$ cat src/rtl/sram_test_pkg.sv
// Shared types for the SRAM march tester: modes, FSM states, element descriptors.
// Latency: n/a (types and constant tables only).
// Backpressure: n/a.
package sram_test_pkg;

  localparam logic MODE_ADDR   = 1'b0;
  localparam logic MODE_MARCHX = 1'b1;

  // IDLE/SETUP/STROBE/HOLD are access phases; NEXT marks the sequencer as
  // stepping through accesses (the advance happens on HOLD's closing edge).
  typedef enum logic [2:0] {
    ST_IDLE   = 3'd0,
    ST_SETUP  = 3'd1,
    ST_STROBE = 3'd2,
    ST_HOLD   = 3'd3,
    ST_NEXT   = 3'd4,
    ST_FINISH = 3'd5
  } state_t;

  // Data select per op: background, inverted background, or address.
  typedef enum logic [1:0] {
    DSEL_B  = 2'd0,
    DSEL_NB = 2'd1,
    DSEL_A  = 2'd2
  } dsel_t;

  typedef struct packed {
    logic  dir_down;   // 1 = walk 2^AW-1 down to 0
    logic  [1:0] nops; // 1 or 2 ops per address
    logic  op0_rd;     // 1 = read/compare, 0 = write
    dsel_t op0_dsel;
    logic  op1_rd;
    dsel_t op1_dsel;
  } elem_t;

  localparam elem_t ADDR_TBL [0:1] = '{
    '{dir_down:1'b0, nops:2'd1, op0_rd:1'b0, op0_dsel:DSEL_A, op1_rd:1'b0, op1_dsel:DSEL_A},
    '{dir_down:1'b0, nops:2'd1, op0_rd:1'b1, op0_dsel:DSEL_A, op1_rd:1'b0, op1_dsel:DSEL_A}
  };

  // up(w B); up(r B, w ~B); down(r ~B, w B); up(r B)
  localparam elem_t MARCHX_TBL [0:3] = '{
    '{dir_down:1'b0, nops:2'd1, op0_rd:1'b0, op0_dsel:DSEL_B,  op1_rd:1'b0, op1_dsel:DSEL_B},
    '{dir_down:1'b0, nops:2'd2, op0_rd:1'b1, op0_dsel:DSEL_B,  op1_rd:1'b0, op1_dsel:DSEL_NB},
    '{dir_down:1'b1, nops:2'd2, op0_rd:1'b1, op0_dsel:DSEL_NB, op1_rd:1'b0, op1_dsel:DSEL_B},
    '{dir_down:1'b0, nops:2'd1, op0_rd:1'b1, op0_dsel:DSEL_B,  op1_rd:1'b0, op1_dsel:DSEL_B}
  };

  function automatic elem_t get_elem(input logic mode, input logic [1:0] idx);
    if (mode == MODE_MARCHX) return MARCHX_TBL[idx];
    return ADDR_TBL[idx[0]];
  endfunction

  function automatic logic [1:0] elem_last(input logic mode);
    return (mode == MODE_ADDR) ? 2'd1 : 2'd3;
  endfunction

endpackage

$ cat src/rtl/sram_march_tester_if.sv
// Control, status and SRAM pin bundle of the march tester.
// Latency: n/a (wiring only).
// Backpressure: none; go is a level sampled only when the tester is idle.
interface sram_march_tester_if #(
  parameter int AW = 18,
  parameter int DW = 16
);
  logic          go;
  logic          mode;
  logic [DW-1:0] background;
  logic          stop_on_error;
  logic [AW-1:0] sram_addr;
  logic [DW-1:0] sram_wdata;
  logic          sram_drive;
  logic [DW-1:0] sram_rdata;
  logic          we_n;
  logic          oe_n;
  logic          busy;
  logic          done;
  logic          pass;
  logic [15:0]   err_count;
  logic [AW-1:0] first_err_addr;
  logic [DW-1:0] first_err_got;
  logic [DW-1:0] first_err_exp;

  modport master (
    input  go, mode, background, stop_on_error, sram_rdata,
    output sram_addr, sram_wdata, sram_drive, we_n, oe_n,
           busy, done, pass, err_count, first_err_addr, first_err_got, first_err_exp
  );

  modport slave (
    output go, mode, background, stop_on_error, sram_rdata,
    input  sram_addr, sram_wdata, sram_drive, we_n, oe_n,
           busy, done, pass, err_count, first_err_addr, first_err_got, first_err_exp
  );
endinterface

$ cat src/rtl/sram_access_cycle.sv
// One asynchronous-SRAM access: SETUP (1) / STROBE (WAIT) / HOLD (1).
// Latency: WAIT+2 cycles per access; done_o is high during HOLD.
// Backpressure: a new start_i is taken in IDLE or in HOLD (back-to-back).
module sram_access_cycle
  import sram_test_pkg::*;
#(
  parameter int AW   = 18,
  parameter int DW   = 16,
  parameter int WAIT = 2
) (
  input  logic          clk,
  input  logic          clr,
  input  logic          start_i,
  input  logic          wr_i,
  input  logic [AW-1:0] addr_i,
  input  logic [DW-1:0] wdata_i,
  input  logic [DW-1:0] sram_rdata_i,
  output logic [AW-1:0] sram_addr_o,
  output logic [DW-1:0] sram_wdata_o,
  output logic          sram_drive_o,
  output logic          we_n_o,
  output logic          oe_n_o,
  output logic          done_o,
  output logic [DW-1:0] rdata_o
);

  localparam int CW = (WAIT > 1) ? $clog2(WAIT) : 1;

  state_t        phase_q, phase_d;
  logic [CW-1:0] wcnt_q, wcnt_d;
  logic [AW-1:0] addr_q, addr_d;
  logic [DW-1:0] wdata_q, wdata_d;
  logic          wr_q, wr_d;

  // Phase register and latched access descriptor.
  always_ff @(posedge clk or posedge clr) begin
    if (clr) begin
      phase_q <= ST_IDLE;
      wcnt_q  <= '0;
      addr_q  <= '0;
      wdata_q <= '0;
      wr_q    <= 1'b0;
    end else begin
      phase_q <= phase_d;
      wcnt_q  <= wcnt_d;
      addr_q  <= addr_d;
      wdata_q <= wdata_d;
      wr_q    <= wr_d;
    end
  end

  // Phase sequencing; a start in HOLD chains straight into the next SETUP.
  always_comb begin
    phase_d = phase_q;
    wcnt_d  = wcnt_q;
    addr_d  = addr_q;
    wdata_d = wdata_q;
    wr_d    = wr_q;
    case (phase_q)
      ST_SETUP: begin
        phase_d = ST_STROBE;
        wcnt_d  = CW'(WAIT - 1);
      end
      ST_STROBE: begin
        if (wcnt_q == '0) phase_d = ST_HOLD;
        else              wcnt_d  = wcnt_q - CW'(1);
      end
      ST_HOLD: phase_d = ST_IDLE;
      default: phase_d = ST_IDLE;
    endcase
    if (start_i && (phase_q == ST_IDLE || phase_q == ST_HOLD)) begin
      phase_d = ST_SETUP;
      addr_d  = addr_i;
      wdata_d = wdata_i;
      wr_d    = wr_i;
    end
  end

  // Strobes decode straight from the phase register so reset drops them at once.
  always_comb begin
    sram_drive_o = wr_q && (phase_q == ST_SETUP || phase_q == ST_STROBE || phase_q == ST_HOLD);
    we_n_o       = !(wr_q && phase_q == ST_STROBE);
    oe_n_o       = !(!wr_q && (phase_q == ST_STROBE || phase_q == ST_HOLD));
    done_o       = (phase_q == ST_HOLD);
  end

  assign sram_addr_o  = addr_q;
  assign sram_wdata_o = wdata_q;
  assign rdata_o      = sram_rdata_i;

endmodule

$ cat src/rtl/sram_march_tester.sv
// SRAM test engine: address-in-data or March X, with read checker and first-error capture.
// Latency: WAIT+2 cycles per access, plus 2 cycles for go acceptance and finish.
// Backpressure: go is ignored while busy; results held until the next accepted go.
module sram_march_tester
  import sram_test_pkg::*;
#(
  parameter int AW   = 18,
  parameter int DW   = 16,
  parameter int WAIT = 2
) (
  input  logic             clk,
  input  logic             clr,
  sram_march_tester_if.master bus
);

  state_t        state_q, state_d;
  logic          mode_q, mode_d;
  logic          stop_q, stop_d;
  logic [DW-1:0] bg_q, bg_d;
  logic [1:0]    elem_q, elem_d;
  logic          op_q, op_d;
  logic [AW-1:0] addr_q, addr_d;
  logic [15:0]   err_q, err_d;
  logic [AW-1:0] fea_q, fea_d;
  logic [DW-1:0] feg_q, feg_d;
  logic [DW-1:0] fee_q, fee_d;
  logic          done_q, done_d;
  logic          pass_q, pass_d;

  elem_t         cur_e, adv_e, nx_e;
  dsel_t         cur_sel;
  logic          cur_rd;
  logic [DW-1:0] cur_dat;
  logic          mismatch;
  logic          last_op, last_addr, last_elem, seq_end;
  logic          nx_op;
  logic [1:0]    nx_elem;
  logic [AW-1:0] nx_ad;

  logic          acc_start, acc_wr, acc_done;
  logic [AW-1:0] acc_addr;
  logic [DW-1:0] acc_wdata, acc_rdata;

  function automatic logic [DW-1:0] sel_dat(input dsel_t s, input logic [DW-1:0] b,
                                            input logic [AW-1:0] a);
    case (s)
      DSEL_NB: return ~b;
      DSEL_A:  return DW'(a);
      default: return b;
    endcase
  endfunction

  sram_access_cycle #(.AW(AW), .DW(DW), .WAIT(WAIT)) u_acc (
    .clk          (clk),
    .clr          (clr),
    .start_i      (acc_start),
    .wr_i         (acc_wr),
    .addr_i       (acc_addr),
    .wdata_i      (acc_wdata),
    .sram_rdata_i (bus.sram_rdata),
    .sram_addr_o  (bus.sram_addr),
    .sram_wdata_o (bus.sram_wdata),
    .sram_drive_o (bus.sram_drive),
    .we_n_o       (bus.we_n),
    .oe_n_o       (bus.oe_n),
    .done_o       (acc_done),
    .rdata_o      (acc_rdata)
  );

  // Sequencer position, latched test setup and result registers.
  always_ff @(posedge clk or posedge clr) begin
    if (clr) begin
      state_q <= ST_IDLE;
      mode_q  <= MODE_ADDR;
      stop_q  <= 1'b0;
      bg_q    <= '0;
      elem_q  <= '0;
      op_q    <= 1'b0;
      addr_q  <= '0;
      err_q   <= '0;
      fea_q   <= '0;
      feg_q   <= '0;
      fee_q   <= '0;
      done_q  <= 1'b0;
      pass_q  <= 1'b0;
    end else begin
      state_q <= state_d;
      mode_q  <= mode_d;
      stop_q  <= stop_d;
      bg_q    <= bg_d;
      elem_q  <= elem_d;
      op_q    <= op_d;
      addr_q  <= addr_d;
      err_q   <= err_d;
      fea_q   <= fea_d;
      feg_q   <= feg_d;
      fee_q   <= fee_d;
      done_q  <= done_d;
      pass_q  <= pass_d;
    end
  end

  // Decode the current op and compare read data against the expected word.
  always_comb begin
    cur_e    = get_elem(mode_q, elem_q);
    cur_rd   = op_q ? cur_e.op1_rd : cur_e.op0_rd;
    cur_sel  = op_q ? cur_e.op1_dsel : cur_e.op0_dsel;
    cur_dat  = sel_dat(cur_sel, bg_q, addr_q);
    mismatch = acc_done && cur_rd && (acc_rdata != cur_dat);
  end

  // Advance order: op first, then address, then element (fresh start address).
  always_comb begin
    last_op   = (cur_e.nops == 2'd1) || op_q;
    last_addr = cur_e.dir_down ? (addr_q == '0) : (addr_q == '1);
    last_elem = (elem_q == elem_last(mode_q));
    seq_end   = last_op && last_addr && last_elem;
    nx_op     = 1'b0;
    nx_elem   = elem_q;
    nx_ad     = addr_q;
    adv_e     = get_elem(mode_q, elem_q + 2'd1);
    if (!last_op) begin
      nx_op = 1'b1;
    end else if (!last_addr) begin
      nx_ad = cur_e.dir_down ? (addr_q - AW'(1)) : (addr_q + AW'(1));
    end else begin
      nx_elem = elem_q + 2'd1;
      nx_ad   = adv_e.dir_down ? '1 : '0;
    end
  end

  // Top-level FSM: accept go, issue accesses back-to-back, check, finish.
  always_comb begin
    state_d   = state_q;
    mode_d    = mode_q;
    stop_d    = stop_q;
    bg_d      = bg_q;
    elem_d    = elem_q;
    op_d      = op_q;
    addr_d    = addr_q;
    err_d     = err_q;
    fea_d     = fea_q;
    feg_d     = feg_q;
    fee_d     = fee_q;
    done_d    = done_q;
    pass_d    = pass_q;
    nx_e      = '0;
    acc_start = 1'b0;
    acc_wr    = 1'b0;
    acc_addr  = '0;
    acc_wdata = '0;
    case (state_q)
      ST_IDLE: begin
        if (bus.go) begin
          mode_d    = bus.mode;
          bg_d      = bus.background;
          stop_d    = bus.stop_on_error;
          err_d     = '0;
          fea_d     = '0;
          feg_d     = '0;
          fee_d     = '0;
          done_d    = 1'b0;
          pass_d    = 1'b0;
          elem_d    = '0;
          op_d      = 1'b0;
          addr_d    = '0;
          nx_e      = get_elem(bus.mode, 2'd0);
          acc_start = 1'b1;
          acc_wr    = !nx_e.op0_rd;
          acc_wdata = sel_dat(nx_e.op0_dsel, bus.background, '0);
          state_d   = ST_NEXT;
        end
      end
      ST_NEXT: begin
        if (acc_done) begin
          if (mismatch) begin
            if (err_q != 16'hFFFF) err_d = err_q + 16'd1;
            if (err_q == '0) begin
              fea_d = addr_q;
              feg_d = acc_rdata;
              fee_d = cur_dat;
            end
          end
          if (seq_end || (mismatch && stop_q)) begin
            state_d = ST_FINISH;
          end else begin
            elem_d    = nx_elem;
            op_d      = nx_op;
            addr_d    = nx_ad;
            nx_e      = get_elem(mode_q, nx_elem);
            acc_start = 1'b1;
            acc_wr    = !(nx_op ? nx_e.op1_rd : nx_e.op0_rd);
            acc_addr  = nx_ad;
            acc_wdata = sel_dat(nx_op ? nx_e.op1_dsel : nx_e.op0_dsel, bg_q, nx_ad);
          end
        end
      end
      ST_FINISH: begin
        state_d = ST_IDLE;
        done_d  = 1'b1;
        pass_d  = (err_q == '0);
      end
      default: state_d = ST_IDLE;
    endcase
  end

  assign bus.busy           = (state_q != ST_IDLE);
  assign bus.done           = done_q;
  assign bus.pass           = pass_q;
  assign bus.err_count      = err_q;
  assign bus.first_err_addr = fea_q;
  assign bus.first_err_got  = feg_q;
  assign bus.first_err_exp  = fee_q;

endmodule

$ cat src/flat_wrapper.sv
// flat-port wrapper written by rule: the top's interface ports become plain ports
module sram_march_tester_flat import sram_test_pkg::*;
#(
  parameter int AW   = 18,
  parameter int DW   = 16,
  parameter int WAIT = 2
)
  (clk, clr, bus_go, bus_mode, bus_background, bus_stop_on_error, bus_sram_rdata, bus_sram_addr, bus_sram_wdata, bus_sram_drive, bus_we_n, bus_oe_n, bus_busy, bus_done, bus_pass, bus_err_count, bus_first_err_addr, bus_first_err_got, bus_first_err_exp);
  sram_march_tester_if #(.AW(AW), .DW(DW)) bus_i ();
  input  logic clk;
  input  logic clr;
  input wire logic [$bits(bus_i.go)-1:0] bus_go;
  input wire logic [$bits(bus_i.mode)-1:0] bus_mode;
  input wire logic [$bits(bus_i.background)-1:0] bus_background;
  input wire logic [$bits(bus_i.stop_on_error)-1:0] bus_stop_on_error;
  input wire logic [$bits(bus_i.sram_rdata)-1:0] bus_sram_rdata;
  output wire logic [$bits(bus_i.sram_addr)-1:0] bus_sram_addr;
  output wire logic [$bits(bus_i.sram_wdata)-1:0] bus_sram_wdata;
  output wire logic [$bits(bus_i.sram_drive)-1:0] bus_sram_drive;
  output wire logic [$bits(bus_i.we_n)-1:0] bus_we_n;
  output wire logic [$bits(bus_i.oe_n)-1:0] bus_oe_n;
  output wire logic [$bits(bus_i.busy)-1:0] bus_busy;
  output wire logic [$bits(bus_i.done)-1:0] bus_done;
  output wire logic [$bits(bus_i.pass)-1:0] bus_pass;
  output wire logic [$bits(bus_i.err_count)-1:0] bus_err_count;
  output wire logic [$bits(bus_i.first_err_addr)-1:0] bus_first_err_addr;
  output wire logic [$bits(bus_i.first_err_got)-1:0] bus_first_err_got;
  output wire logic [$bits(bus_i.first_err_exp)-1:0] bus_first_err_exp;
  assign bus_i.go = bus_go;
  assign bus_i.mode = bus_mode;
  assign bus_i.background = bus_background;
  assign bus_i.stop_on_error = bus_stop_on_error;
  assign bus_i.sram_rdata = bus_sram_rdata;
  assign bus_sram_addr = bus_i.sram_addr;
  assign bus_sram_wdata = bus_i.sram_wdata;
  assign bus_sram_drive = bus_i.sram_drive;
  assign bus_we_n = bus_i.we_n;
  assign bus_oe_n = bus_i.oe_n;
  assign bus_busy = bus_i.busy;
  assign bus_done = bus_i.done;
  assign bus_pass = bus_i.pass;
  assign bus_err_count = bus_i.err_count;
  assign bus_first_err_addr = bus_i.first_err_addr;
  assign bus_first_err_got = bus_i.first_err_got;
  assign bus_first_err_exp = bus_i.first_err_exp;
  sram_march_tester #(.AW(AW), .DW(DW), .WAIT(WAIT)) u_core (.clk(clk), .clr(clr), .bus(bus_i));
endmodule
$ cat config.mk
export PLATFORM = sky130hd
export DESIGN_NAME = sram_march_tester_flat
export DESIGN_NICKNAME = d
export VERILOG_FILES = /design/src/rtl/sram_test_pkg.sv /design/src/rtl/sram_march_tester_if.sv /design/src/rtl/sram_access_cycle.sv /design/src/rtl/sram_march_tester.sv /design/src/flat_wrapper.sv
export SDC_FILE = /design/constraint.sdc
export NUM_CORES = 1
export LEC_CHECK = 0
export CAP_MARGIN = 5
export CELL_PAD_IN_SITES_DETAIL_PLACEMENT = 0
export CELL_PAD_IN_SITES_GLOBAL_PLACEMENT = 1
export CORE_ASPECT_RATIO = 2
export CORE_MARGIN = 8
export CORE_UTILIZATION = 42
export CTS_CLUSTER_DIAMETER = 50
export CTS_CLUSTER_SIZE = 24
export DETAILED_ROUTE_END_ITERATION = 8
export PLACE_DENSITY_LB_ADDON = 0.05
export SKIP_CTS_REPAIR_TIMING = 1
export SLEW_MARGIN = 20
export SYNTH_ARGS = -nofsm -noshare
export SYNTH_HDL_FRONTEND = slang
export SYNTH_SLANG_ARGS = --single-unit
export TNS_END_PERCENT = 20
$ cat constraint.sdc
create_clock -name clk -period 5.3 [get_ports clk]
set_input_delay 0.795 -clock clk [delete_from_list [all_inputs] [get_ports clk]]
set_output_delay 0.795 -clock clk [all_outputs]
set_load 0.1 [all_outputs]
==> impl_metrics.py, run 1 <==
metrics = {
    "cts": {
        "htree_levels": 4,
        "cts_num_sinks": 147,
        "clk_latency_ns": 0.44,
        "numCtsBuffers": 17,
        "cts-root-buf": "clkbuf_16",
        "cts_buffer_depth": 2,
        "tritoncts": "done",
        "clk_pin_slew_ns": 0.06,
    },
    "yosys": {
        "synthFlopType": "dfrtp_1",
        "synth_nets": 1018,
        "synth.avg_cell_area_um2": 9.39,
        "synthMuxAreaShare_pct": 3.52,
        "syn-cell-area_mm2": 0.00893,
        "synth_cells": 951,
        "ys_warn_count": 0,
        "synth-seq-cells": 147,
        "async_flop_share_pct": 100,
        "yosysUniqueCellTypes": 73,
        "synthAdderAreaFrac_pct": 4.29,
        "yosys.area_share.simple_pct": 21.5,
        "synth_edf_count": 0,
        "synth_xor_area_share_pct": 2.55,
        "synth_top_family_by_area": "compound AO/OA/AOI/OAI gates",
        "synth_seq_area_share_pct": 41.2,
        "synth_compound_area_share_pct": 22.0,
    },
    "placement": {
        "dpl.hpwl_mm": 23.4,
        "place.gp.congestion": 0.863,
        "port_buffers": 142,
        "placed_cell_area_mm2": 0.0106,
        "dp_slack_ns": 0.725,
    },
    "worst_setup_path": {
        "start_kind": "register",
        "cpMaxStageDelayCell": "ha_1",
        "crit_chain": "inv_1, ha_1, mux2i_1, nor2_1, ha_1, o31ai_1, xnor2_1, nor4_2, nand4_2, a21oi_2, o21ai_2, a221o_1",
        "crit_arrival_ns": 4.89,
        "r2r_slack_ns": 0.73,
        "reg2reg_from": "u_core.elem_q[0]",
        "critPathCaptureType": "register",
        "r2r-end": "u_core.u_acc.sram_wdata_o[12]",
        "worstPathMaxFanout": 32,
        "reg2reg_depth": 12,
        "crit_required_ns": 5.62,
        "max_stage_delay_ns": 0.94,
        "critPathKind": "reg -> reg",
        "crit_top_cell": "ha_1",
    },
    "drt": {
        "wirelength_mm": 31.0,
        "first_iter_violations": 527,
        "drtPass1Iterations": 7,
        "drcViolationCount": 0,
        "num_vias": 7896,
        "ant_nets": 0,
        "routedWlPerCell_um": 23.0,
        "vias_per_cell": 5.86,
    },
    "floorplan": {
        "dieHeight_um": 222,
        "start_util_pct": 42.7,
        "rows": 75,
        "die_w_um": 119,
        "core-area_mm2": 0.0209,
        "num_io_pins": 143,
        "die_area_mm2": 0.0265,
    },
    "global_route": {
        "grt_pass1_vias": 7985,
        "grt_usage_pct": 23.5,
        "grt_max_degree": 94,
        "grt_overflow_total": 0,
        "grt_pass1_wl_mm": 47.9,
        "antenna_found_initial": 0,
    },
    "finish": {
        "fin_nets": 1133,
        "final_cell_area_mm2": 0.0112,
        "n_antenna_cell": 0,
        "drive_above_1_share_pct": 11.1,
        "layout-area-overhead-vs-synth_pct": 25.5,
    },
    "sta": {
        "maxSlewHeadroom_pct": 32.5,
        "fin_ws_ns": 0.726,
        "hold_viol": 0,
        "fmax_mhz": 219,
        "setup_tns_ns": 0,
        "grt_setup_unrepaired": "false",
        "timing.final.crit_share_pct": 86.3,
        "fin_skew_ns": 0.00989,
        "finalSetupViolCount": 0,
        "min_period_ns": 4.57,
        "slew_viol_final": 0,
        "tightest_slew_ns": 1.01,
    },
    "job": {
        "cap_violations": 0,
    },
    "min_path": {
        "min_to": "u_core.bus.first_err_addr[3]",
        "hold_path_class": "reg -> reg",
        "holdPathStages": 1,
        "worstHoldStart": "u_core.bus.first_err_addr[3]",
    },
    "status": {
        "outcome": "finished clean",
    },
}
[per-layer routing]
metal / vias to the layer above / track usage, % / wire, um
met2: 221 / 42.5 / 16600
met3: 61 / 4.32 / 1250
met5: - / 0 / 0
met4: 0 / 13.6 / 1560
met1: 3885 / 24.7 / 11600
li1: 3729 / - / -
[cells by family after synthesis]
family / count (synthesis)
xor+xnor: 26
compound gates: 261
buf+inv: 101
mux: 28
simple gates: 358
fa+ha+maj: 30
flops: 147
[state kept, by name, indices dropped and copies added, names as in the netlist]
name and flops:
u_core.addr_q 18, u_core.bus.first_err_addr 18, u_core.u_acc.sram_addr_o 18, u_core.bg_q 16, u_core.bus.err_count 16, u_core.bus.first_err_exp 16
u_core.bus.first_err_got 16, u_core.u_acc.sram_wdata_o 16, u_core.elem_q 2, u_core.state_q 2, u_core.u_acc.phase_q 2, u_core.bus.done 1
u_core.bus.pass 1, u_core.mode_q 1, u_core.op_q 1, u_core.stop_q 1, u_core.u_acc.wcnt_q 1, u_core.u_acc.wr_q 1
[metrics by stage]
stage / utilization, % / instances / hold slack, ns
5_1_grt: 53.5 / 1348 / 0.493
3_5_place_dp: 50.5 / 1316 / 0.476
3_3_place_gp: 50.5 / 1316 / 0.470
4_1_cts: 53.5 / 1348 / 0.489
6_report: 53.5 / 1348 / 0.483
2_1_floorplan: - / 951 / 0.437
[cell usage in the layout (no fill, tap or decap), types with 9 or more instances in the layout]
cell               n
mux2_1            19
ha_1              29
nand3_1           33
a21oi_1           38
nor3_1            13
a22o_1             9
a32o_1             9
a221oi_1          10
dfrtp_1          147
clkbuf_16         17
a21o_1            12
buf_4             19
o211ai_1          11
nor4_1             9
clkdlybuf4s50_1  142
or4_1             15
o31ai_1           21
nand4_1           47
nor2_1            48
o2bb2ai_1         11
a21bo_2           34
inv_1             33
xnor2_1           24
nor2b_1           41
o21ai_0           49
nand2b_1          21
nand2_1           85
[synth_stat cells, types with 4 or more instances]
library cell,instances,share of area [%]
dfrtp_1,147,41
nand2_1,85,3.6
nor2_1,49,2.1
o21ai_0,49,2.7
nand4_1,47,3.3
nor2b_1,42,2.9
clkbuf_1,40,1.7
a21oi_1,38,2.1
a21bo_2,34,3.8
inv_1,34,1.4
nand3_1,33,1.8
ha_1,29,4.1
xnor2_1,24,2.4
nand2b_1,21,1.5
o31ai_1,21,1.8
mux2_1,19,2.4
or4_1,15,1.3
nor3_1,13,0.73
a21o_1,12,1.0
o211ai_1,11,0.92
o2bb2ai_1,11,1.1
a221oi_1,10,0.98
a22o_1,9,0.88
a32o_1,9,1.0
buf_1,9,0.38
nor4_1,9,0.63
and2_1,8,0.56
buf_2,8,0.45
mux2_2,8,1.0
and3_1,7,0.49
a211oi_1,6,0.50
buf_4,5,0.42
or3_1,5,0.35
a211o_1,4,0.39
buf_6,4,0.50
nor3b_1,4,0.34
nor4_2,4,0.56
o21a_1,4,0.34
o31ai_2,4,0.56
or2_2,4,0.28
[worst max path at each step]
| stage | from | to | slack (ns) | cells past startpoint |
|---|---|---|---|---|
| floorplan | clr | u_core.addr_q[0] | 0.55 | 1 |
| detailed placement | u_core.elem_q[0] | u_core.u_acc.sram_wdata_o[13] | 0.72 | 12 |
| CTS | u_core.elem_q[0] | u_core.u_acc.sram_wdata_o[12] | 0.72 | 12 |
| global placement | u_core.elem_q[0] | u_core.u_acc.sram_wdata_o[12] | 0.81 | 12 |
| global route | u_core.elem_q[0] | u_core.u_acc.sram_wdata_o[12] | 0.42 | 12 |
| finish | u_core.elem_q[0] | u_core.u_acc.sram_wdata_o[12] | 0.73 | 12 |
[critical path, delay by kind of cell (launching register included)]
family,cells,cell delay (ns)
AO/OA/AOI/OAI,4,1.66
multiplexers,1,0.14
AND/OR/NAND/NOR,3,0.69
XOR/XNOR,1,0.18
adder cells (fa/ha/maj),2,1.19
buffers and inverters,1,0.14
flip-flops,1,0.44
[layout make-up]
class                   instances  area, um^2
multi-input cells             703        4830
repair buffers                162        1580
clock buffers                  21         460
inverters                      35         136
well taps                     269         337
clock inverters                11         175
flip-flops and latches        147        3680
fillers                      1932        9720
Power of run 1 is not shown: default switching activity piles up to over one toggle a cycle in this logic, so the estimate is an artifact.
==> inputs of run 2 (changes only) <==
--- a/config.mk
+++ b/config.mk
@@ -14,7 +14,7 @@
 export CTS_CLUSTER_DIAMETER = 50
 export CTS_CLUSTER_SIZE = 24
 export DETAILED_ROUTE_END_ITERATION = 8
-export PLACE_DENSITY_LB_ADDON = 0.05
+export PLACE_DENSITY_LB_ADDON = 0.08
 export SKIP_CTS_REPAIR_TIMING = 1
 export SLEW_MARGIN = 20
 export SYNTH_ARGS = -nofsm -noshare
==> run 2 against run 1 <==
Compared with the run above: non-clock buffer count rose by 4; fmax rose by 3.5%; core utilization fell by 0.054 points; clock skew rose by 0.00066 ns; cell area barely moved; first-iteration DRC count fell by 22%; wire length fell by 1.7%; critical endpoint is now u_core.bus.first_err_addr[8]; highest routed layer unchanged.
==> impl_metrics.py, run 2 (synthesized netlist as in run 1, its figures left out) <==
metrics = {
    "status": {
        "outcome": "finished clean",
    },
    "worst_setup_path": {
        "critPathKind": "reg -> reg",
        "reg2reg_from": "u_core.elem_q[0]",
        "crit_required_ns": 5.67,
        "startpoint": "u_core.elem_q[0]",
        "worstPathMaxFanout": 32,
        "endpoint": "u_core.bus.first_err_addr[8]",
        "r2r_slack_ns": 0.88,
        "start_kind": "register",
        "reg2reg_depth": 13,
        "crit_arrival_ns": 4.79,
        "critPathCaptureType": "register",
        "r2r-end": "u_core.bus.first_err_addr[8]",
    },
    "sta": {
        "timing.final.crit_share_pct": 83.4,
        "finalSetupViolCount": 0,
        "grt_setup_unrepaired": "false",
        "min_period_ns": 4.42,
        "fin_skew_ns": 0.0105,
        "hold_viol": 0,
        "setup_tns_ns": 0,
        "fin_hold_ws_ns": 0.484,
        "fmax_mhz": 226,
        "maxSlewHeadroom_pct": 32.5,
        "tightest_slew_ns": 1.01,
        "slew_viol_final": 0,
    },
    "cts": {
        "clk_latency_ns": 0.44,
        "clk_pin_slew_ns": 0.06,
        "numCtsBuffers": 17,
        "htree_levels": 4,
        "cts-root-buf": "clkbuf_16",
        "cts_buffer_depth": 2,
        "cts_num_sinks": 147,
        "tritoncts": "done",
    },
    "global_route": {
        "grt_pass1_vias": 8057,
        "grt_overflow_total": 0,
        "grt_pass1_wl_mm": 47.5,
        "grt_max_degree": 72,
        "antenna_found_initial": 0,
        "grt_usage_pct": 23.2,
    },
    "drt": {
        "drtPass1Iterations": 5,
        "ant_nets": 0,
        "num_vias": 7943,
        "wirelength_mm": 30.4,
        "routedWlPerCell_um": 22.5,
        "vias_per_cell": 5.88,
        "first_iter_violations": 409,
        "drcViolationCount": 0,
    },
    "finish": {
        "final_cell_area_mm2": 0.0112,
        "finish.utilization_pct": 53.5,
        "fin_nets": 1137,
        "layout_commonest_cell": "dfrtp_1",
        "n_antenna_cell": 0,
        "mostFrequentLayoutCells": "dfrtp_1, clkdlybuf4s50_1, nand2_1, o21ai_0, nor2_1",
        "drive_above_1_share_pct": 11.3,
        "layout-area-overhead-vs-synth_pct": 25.3,
    },
    "placement": {
        "port_buffers": 142,
        "dpl.hpwl_mm": 23.3,
        "place.gp.congestion": 0.855,
        "placed_cell_area_mm2": 0.0106,
    },
    "min_path": {
        "hold_path_class": "reg -> reg",
        "worstHoldStart": "u_core.bus.first_err_addr[14]",
    },
    "job": {
        "cap_violations": 0,
    },
    "floorplan": {
        "num_io_pins": 143,
        "rows": 75,
        "dieHeight_um": 222,
        "start_util_pct": 42.7,
        "die_w_um": 119,
        "core-area_mm2": 0.0209,
        "die_area_mm2": 0.0265,
    },
}
-- run 2: cell types whose count changed in the layout (fill, tap and decap cells not counted) --
cell	change
clkinvlp_4	-1
clkinv_2	+1
clkbuf_8	+1
buf_12	-1
buf_4	+5
clkinv_4	-1
clkbuf_1	+2
inv_6	-1
bufinv_16	-1
-- run 2: worst min-delay path by stage --
| stage | to | slack, ns | depth (start not counted) |
|---|---|---|---|
| after floorplan | u_core.stop_q | 0.44 | 2 |
| after global placement | u_core.bus.first_err_addr[0] | 0.47 | 1 |
| after detailed placement | u_core.bus.first_err_addr[0] | 0.48 | 1 |
| after CTS | u_core.bus.first_err_addr[0] | 0.49 | 1 |
| after global routing | u_core.bus.first_err_addr[14] | 0.50 | 1 |
| final | u_core.bus.first_err_addr[14] | 0.48 | 1 |
-- run 2: worst max-delay path: stages (launching register included) --
cell and delay, ns:
dfrtp_1 0.47, inv_1 0.15, ha_1 0.25, mux2i_1 0.14, nor2_1 0.06, ha_1 0.93
o31ai_1 0.25, xnor2_1 0.18, nor4_2 0.35, nand4_2 0.24, and2_1 0.27, o21ai_4 0.55
buf_4 0.33, a21bo_2 0.15
-- run 2: area by class of cell --
| class | count | area [um^2] |
|---|---|---|
| Fill cell | 1979 | 9730 |
| Multi-Input combinational cell | 703 | 4830 |
| Sequential cell | 147 | 3680 |
| Timing Repair Buffer | 166 | 1600 |
| Clock buffer | 24 | 482 |
| Tap cell | 269 | 337 |
| Inverter | 35 | 136 |
| Clock inverter | 8 | 125 |
-- run 2: through the flow --
stage	instances	worst slack (ns)
floorplan	951	0.554
global placement	1320	0.981
detailed placement	1320	0.923
CTS	1352	0.890
global route	1352	0.552
finish	1352	0.880
-- run 2: layer usage --
metal	share of wire, %	vias up	GRT usage (%)
met1	37	3899	24.0
met3	4.3	63	4.50
met5	0	-	0
li1	-	3746	-
met4	5.2	0	13.6
met2	53	235	42.1
Power of run 2 is left out for the same reason.
==> inputs of run 3 (changes only) <==
--- a/config.mk
+++ b/config.mk
@@ -10,7 +10,7 @@
 export CELL_PAD_IN_SITES_GLOBAL_PLACEMENT = 1
 export CORE_ASPECT_RATIO = 2
 export CORE_MARGIN = 8
-export CORE_UTILIZATION = 42
+export CORE_UTILIZATION = 38
 export CTS_CLUSTER_DIAMETER = 50
 export CTS_CLUSTER_SIZE = 24
 export DETAILED_ROUTE_END_ITERATION = 8
==> constraint.sdc (replaced) <==
create_clock -name clk -period 3.65 [get_ports clk]
set_input_delay 0.5475 -clock clk [delete_from_list [all_inputs] [get_ports clk]]
set_output_delay 0.5475 -clock clk [all_outputs]
set_load 0.1 [all_outputs]
==> run 3 against run 2 <==
Compared with the run above: clock skew up 0.0021 ns; worst hold slack worse by 0.0012 ns; via count up 4.3%; critical path type unchanged.
==> impl_metrics.py, run 3 (synthesized netlist as in run 1, its figures left out) <==
metrics = {
    "status": {
        "outcome": "finished clean",
    },
    "finish": {
        "finish.utilization_pct": 52.1,
        "mostFrequentLayoutCells": "dfrtp_1, clkdlybuf4s50_1, nand2_1, buf_4",
        "final_cell_area_mm2": 0.0121,
        "fin_nets": 1204,
        "layout_commonest_cell": "dfrtp_1",
        "fillerInstances": 2161,
        "n_antenna_cell": 0,
        "drive_above_1_share_pct": 18.7,
        "layout-area-overhead-vs-synth_pct": 35.4,
    },
    "worst_setup_path": {
        "start_kind": "register",
        "reg2reg_depth": 13,
        "worstPathMaxFanout": 14,
        "r2r_slack_ns": 0.13,
        "crit_arrival_ns": 3.83,
        "critPathKind": "reg -> reg",
        "reg2reg_from": "u_core.elem_q[0]",
        "crit_required_ns": 3.96,
        "r2r-end": "u_core.u_acc.sram_wdata_o[11]",
        "critPathCaptureType": "register",
    },
    "global_route": {
        "antenna_found_initial": 0,
        "grt_max_degree": 86,
        "grt_usage_pct": 22.8,
        "grt_overflow_total": 0,
        "grt_pass1_vias": 8459,
        "grt_pass1_wl_mm": 50.7,
    },
    "drt": {
        "drcViolationCount": 0,
        "routedWlPerCell_um": 23.2,
        "vias_per_cell": 5.79,
        "num_vias": 8285,
        "first_iter_violations": 427,
        "wirelength_mm": 33.3,
        "drtPass1Iterations": 6,
        "ant_nets": 0,
    },
    "sta": {
        "tightest_slew_ns": 1.03,
        "hold_viol": 0,
        "slew_viol_final": 0,
        "fmax_mhz": 284,
        "min_period_ns": 3.52,
        "timing.final.crit_share_pct": 96.4,
        "fin_skew_ns": 0.0127,
        "fin_hold_ws_ns": 0.483,
        "finalSetupViolCount": 0,
        "maxSlewHeadroom_pct": 31.1,
        "setup_tns_ns": 0,
    },
    "cts": {
        "clk_pin_slew_ns": 0.06,
        "numCtsBuffers": 17,
        "htree_levels": 4,
        "clk_latency_ns": 0.45,
        "cts_num_sinks": 147,
        "tritoncts": "done",
        "cts_buffer_depth": 2,
        "cts-root-buf": "clkbuf_16",
    },
    "floorplan": {
        "num_io_pins": 143,
        "die_w_um": 124,
        "core-area_mm2": 0.0232,
        "start_util_pct": 38.4,
        "dieHeight_um": 233,
        "rows": 79,
        "die_area_mm2": 0.0290,
    },
    "placement": {
        "dpl.hpwl_mm": 25.8,
        "port_buffers": 142,
        "place.gp.congestion": 0.920,
        "placed_cell_area_mm2": 0.0112,
    },
    "min_path": {
        "min_to": "u_core.bus.first_err_got[0]",
        "hold_path_class": "reg -> reg",
        "worstHoldStart": "u_core.bus.first_err_got[0]",
        "holdPathStages": 1,
    },
    "job": {
        "cap_violations": 0,
    },
}
[run 3: metal layers]
layer | GRT usage [%] | up-vias | wire length, um
met3 | 4.42 | 71 | 1300
met5 | 0 | - | 0
li1 | - | 3893 | -
met2 | 42.5 | 228 | 18000
met1 | 22.4 | 4093 | 12100
met4 | 14.7 | 0 | 1890
[run 3: final cells by class]
| cell class | instances | area (um^2) | share of cell area (%) |
|---|---|---|---|
| inverters | 35 | 135 | 1.12 |
| clock buffers | 22 | 474 | 3.92 |
| multi-input cells | 703 | 5040 | 41.7 |
| well taps | 283 | 354 | 2.93 |
| clock inverters | 9 | 176 | 1.46 |
| flip-flops and latches | 147 | 3680 | 30.4 |
| repair buffers | 233 | 2240 | 18.5 |
[run 3: through the flow]
step | std cells | setup slack [ns]
finish | 1432 | 0.132
floorplan | 951 | -0.116
detailed placement | 1401 | -0.232
global route | 1432 | -0.00390
global placement | 1401 | -0.172
CTS | 1432 | -0.252
[run 3: worst max-delay path by stage]
stage                                start                             to  slack, ns  cells past startpoint
after floorplan           u_core.elem_q[0]  u_core.u_acc.sram_wdata_o[14]      -0.12                     17
after detailed placement  u_core.elem_q[0]  u_core.u_acc.sram_wdata_o[11]      -0.23                     13
after CTS                 u_core.elem_q[0]  u_core.u_acc.sram_wdata_o[11]      -0.25                     13
after global routing      u_core.elem_q[0]  u_core.u_acc.sram_wdata_o[13]     -0.004                     14
after global placement    u_core.elem_q[0]  u_core.u_acc.sram_wdata_o[11]      -0.17                     13
final                     u_core.elem_q[0]  u_core.u_acc.sram_wdata_o[11]       0.13                     13
[run 3: critical path: stages, from the launching register on]
cell and delay, ns:
dfrtp_1 0.40, inv_1 0.08, ha_2 0.21, nand2_4 0.13, inv_2 0.09, buf_12 0.16
ha_1 0.37, a211o_1 0.30, o21ai_1 0.26, o21ai_0 0.19, a31oi_1 0.25, mux2_2 0.42
a311oi_2 0.37, o221ai_1 0.18
Power of run 3 is left out for the same reason.
==> patch (flow settings as in run 1) <==
The 6 states of `state_t` get a Gray code encoding in 3 bits.
--- a/src/rtl/sram_test_pkg.sv
+++ b/src/rtl/sram_test_pkg.sv
@@ -9,12 +9,12 @@
   // IDLE/SETUP/STROBE/HOLD are access phases; NEXT marks the sequencer as
   // stepping through accesses (the advance happens on HOLD's closing edge).
   typedef enum logic [2:0] {
-    ST_IDLE   = 3'd0,
-    ST_SETUP  = 3'd1,
-    ST_STROBE = 3'd2,
-    ST_HOLD   = 3'd3,
-    ST_NEXT   = 3'd4,
-    ST_FINISH = 3'd5
+    ST_IDLE   = 3'b000,
+    ST_SETUP  = 3'b001,
+    ST_STROBE = 3'b011,
+    ST_HOLD   = 3'b010,
+    ST_NEXT   = 3'b110,
+    ST_FINISH = 3'b111
   } state_t;
 
   // Data select per op: background, inverted background, or address.
Behaviour: same outputs for any inputs over 4 cycles, from zero or initial values; so few cycles prove little.
==> patch against run 1 <==
  * Critical path type unchanged
  * Routed wire length fell by 4.0%
  * Utilization rose by 1.2 points
  * Via count fell by 2.0%
  * Synthesized cell count rose by 2.6%
  * Worst setup slack got worse by 0.055 ns
  * Sequential cell count did not move
  * Final area fell by 3.6%
  * Area after synthesis fell by 5.8%
==> patch: results <==
{
  "leakage_nw": 4.81,
  "grt_max_degree": 78,
  "irDropWorstVdd_uv": 497,
  "gp_congestion": 0.853,
  "yosysWarnings": 0,
  "grtUsageTotal": 0.241,
  "fin_skew_ns": 0.00849,
  "dp.cells": 1353,
  "drive_gt1_frac": 0.0757,
  "clockRootBuffer": "clkbuf_16",
  "grt_pass1_vias": 7898,
  "syn_inst": 976,
  "place_area_sq_um": 10200,
  "synth_cell_types": 64,
  "via_per_inst": 5.59,
  "hpwl_mm": 22.7,
  "antenna-diode-count": 0,
  "drtIter0Drc": 532,
  "critPathArrivalTime_ns": 4.92,
  "vias": 7740,
  "cts_buffers": 17,
  "wl_met1_mm": 10.9,
  "routed_wl_mm": 29.7,
  "dp_slack_ns": 0.702,
  "highest_layer": "met4",
  "dr_wl_met2_mm": 16.1,
  "layout.nets": 1173,
  "route.met3.wl_mm": 1.24,
  "grt_pass1_wl_mm": 45.4,
  "drtPass1Iterations": 5,
  "syn-num-nets": 1039,
  "synthTopCellsByCount": "nand2_1 (185), dfrtp_1 (147), o21ai_0 (85)",
  "clk_path_buf_depth": 2,
  "antenna_found_initial": 0,
  "clkSlewWorstSetupHoldPaths_ns": 0.06,
  "synth-seq-area-share": 0.437,
  "synth.area.top_cells": "dfrtp_1 (44%), nand2_1 (8.3%), o21ai_0 (5.1%), o31ai_1 (3.8%), ha_1 (3.7%)",
  "status": "complete, no violations",
  "slew_headroom": 0.253
}
-- patch: cell count changes after synthesis, moves of 10 or more --
cell / change
a21oi_1: +11
xnor2_1: -14
a21bo_2: -33
xor2_1: +25
o31ai_1: +22
mux2_1: -19
o21ai_0: +36
o2bb2ai_1: -10
nand4_1: -28
or4_1: -15
nand3_1: -18
nand2_1: +100
-- patch: logic make-up after synthesis --
family                   Yosys count  synth area share
AND/OR/NAND/NOR                  380             0.215
flip-flops                       147             0.437
adder cells (fa/ha/maj)           26            0.0396
buffers and inverters            101            0.0481
XOR/XNOR                          37            0.0385
AO/OA/AOI/OAI                    279             0.214
multiplexers                       6           0.00759
-- patch: worst paths after layout --
kind	from	to	depth (start not counted)	slack, ns
min in group asynchronous	clr	u_core.bus.first_err_addr[15]$_DFFE_PP0P_	2	0.87
max in group asynchronous	clr	u_core.u_acc.sram_wdata_o[2]$_DFFE_PP0P_	3	3.43
worst max-delay path	u_core.elem_q[0]$_DFFE_PP0P_	u_core.addr_q[4]$_DFFE_PP0P_	14	0.67
worst min-delay path	u_core.bus.first_err_addr[4]$_DFFE_PP0P_	u_core.bus.first_err_addr[4]$_DFFE_PP0P_	2	0.47
worst min register to register	u_core.bus.first_err_addr[4]$_DFFE_PP0P_	u_core.bus.first_err_addr[4]$_DFFE_PP0P_	2	0.47
worst max register to register	u_core.elem_q[0]$_DFFE_PP0P_	u_core.addr_q[4]$_DFFE_PP0P_	14	0.67
-- patch: final cells by class --
| cell class | count | area [sq um] |
|---|---|---|
| Inverter | 42 | 163 |
| Clock inverter | 12 | 156 |
| Sequential cell | 147 | 3680 |
| Fill cell | 1938 | 8930 |
| Multi-Input combinational cell | 728 | 4340 |
| Clock buffer | 20 | 457 |
| Timing Repair Buffer | 174 | 1670 |
| Tap cell | 262 | 328 |
-- patch: worst max-delay path, cell delays in order (launching register included) --
cell	delay, ns
dfrtp_1	0.51
inv_1	0.16
ha_1	0.25
mux2i_1	0.14
nor2_1	0.06
ha_1	0.91
nand2b_1	0.11
o31ai_1	0.13
xor2_1	0.23
nand4_1	0.22
nor4_4	0.48
nor2_2	0.13
a211o_1	0.56
nand2_1	0.43
o21ai_0	0.14
-- patch: metal layers --
| layer | GRT usage | vias up |
|---|---|---|
| met5 | 0 | - |
| met4 | 0.138 | 0 |
| met3 | 0.0384 | 58 |
| met2 | 0.439 | 219 |
| met1 | 0.250 | 3762 |
| li1 | - | 3701 |
-- patch: power by group through the flow --
stage | registers [mW] | clock network, mW | logic [mW]
3_3_place_gp | 1.96 | 0 | 4.72
2_1_floorplan | 3.80 | 0 | 1.52
3_5_place_dp | 1.97 | 0 | 4.74
4_1_cts | 1.95 | 1.29 | 4.75
5_1_grt | 2.01 | 1.33 | 4.97
6_report | 1.95 | 1.27 | 4.73
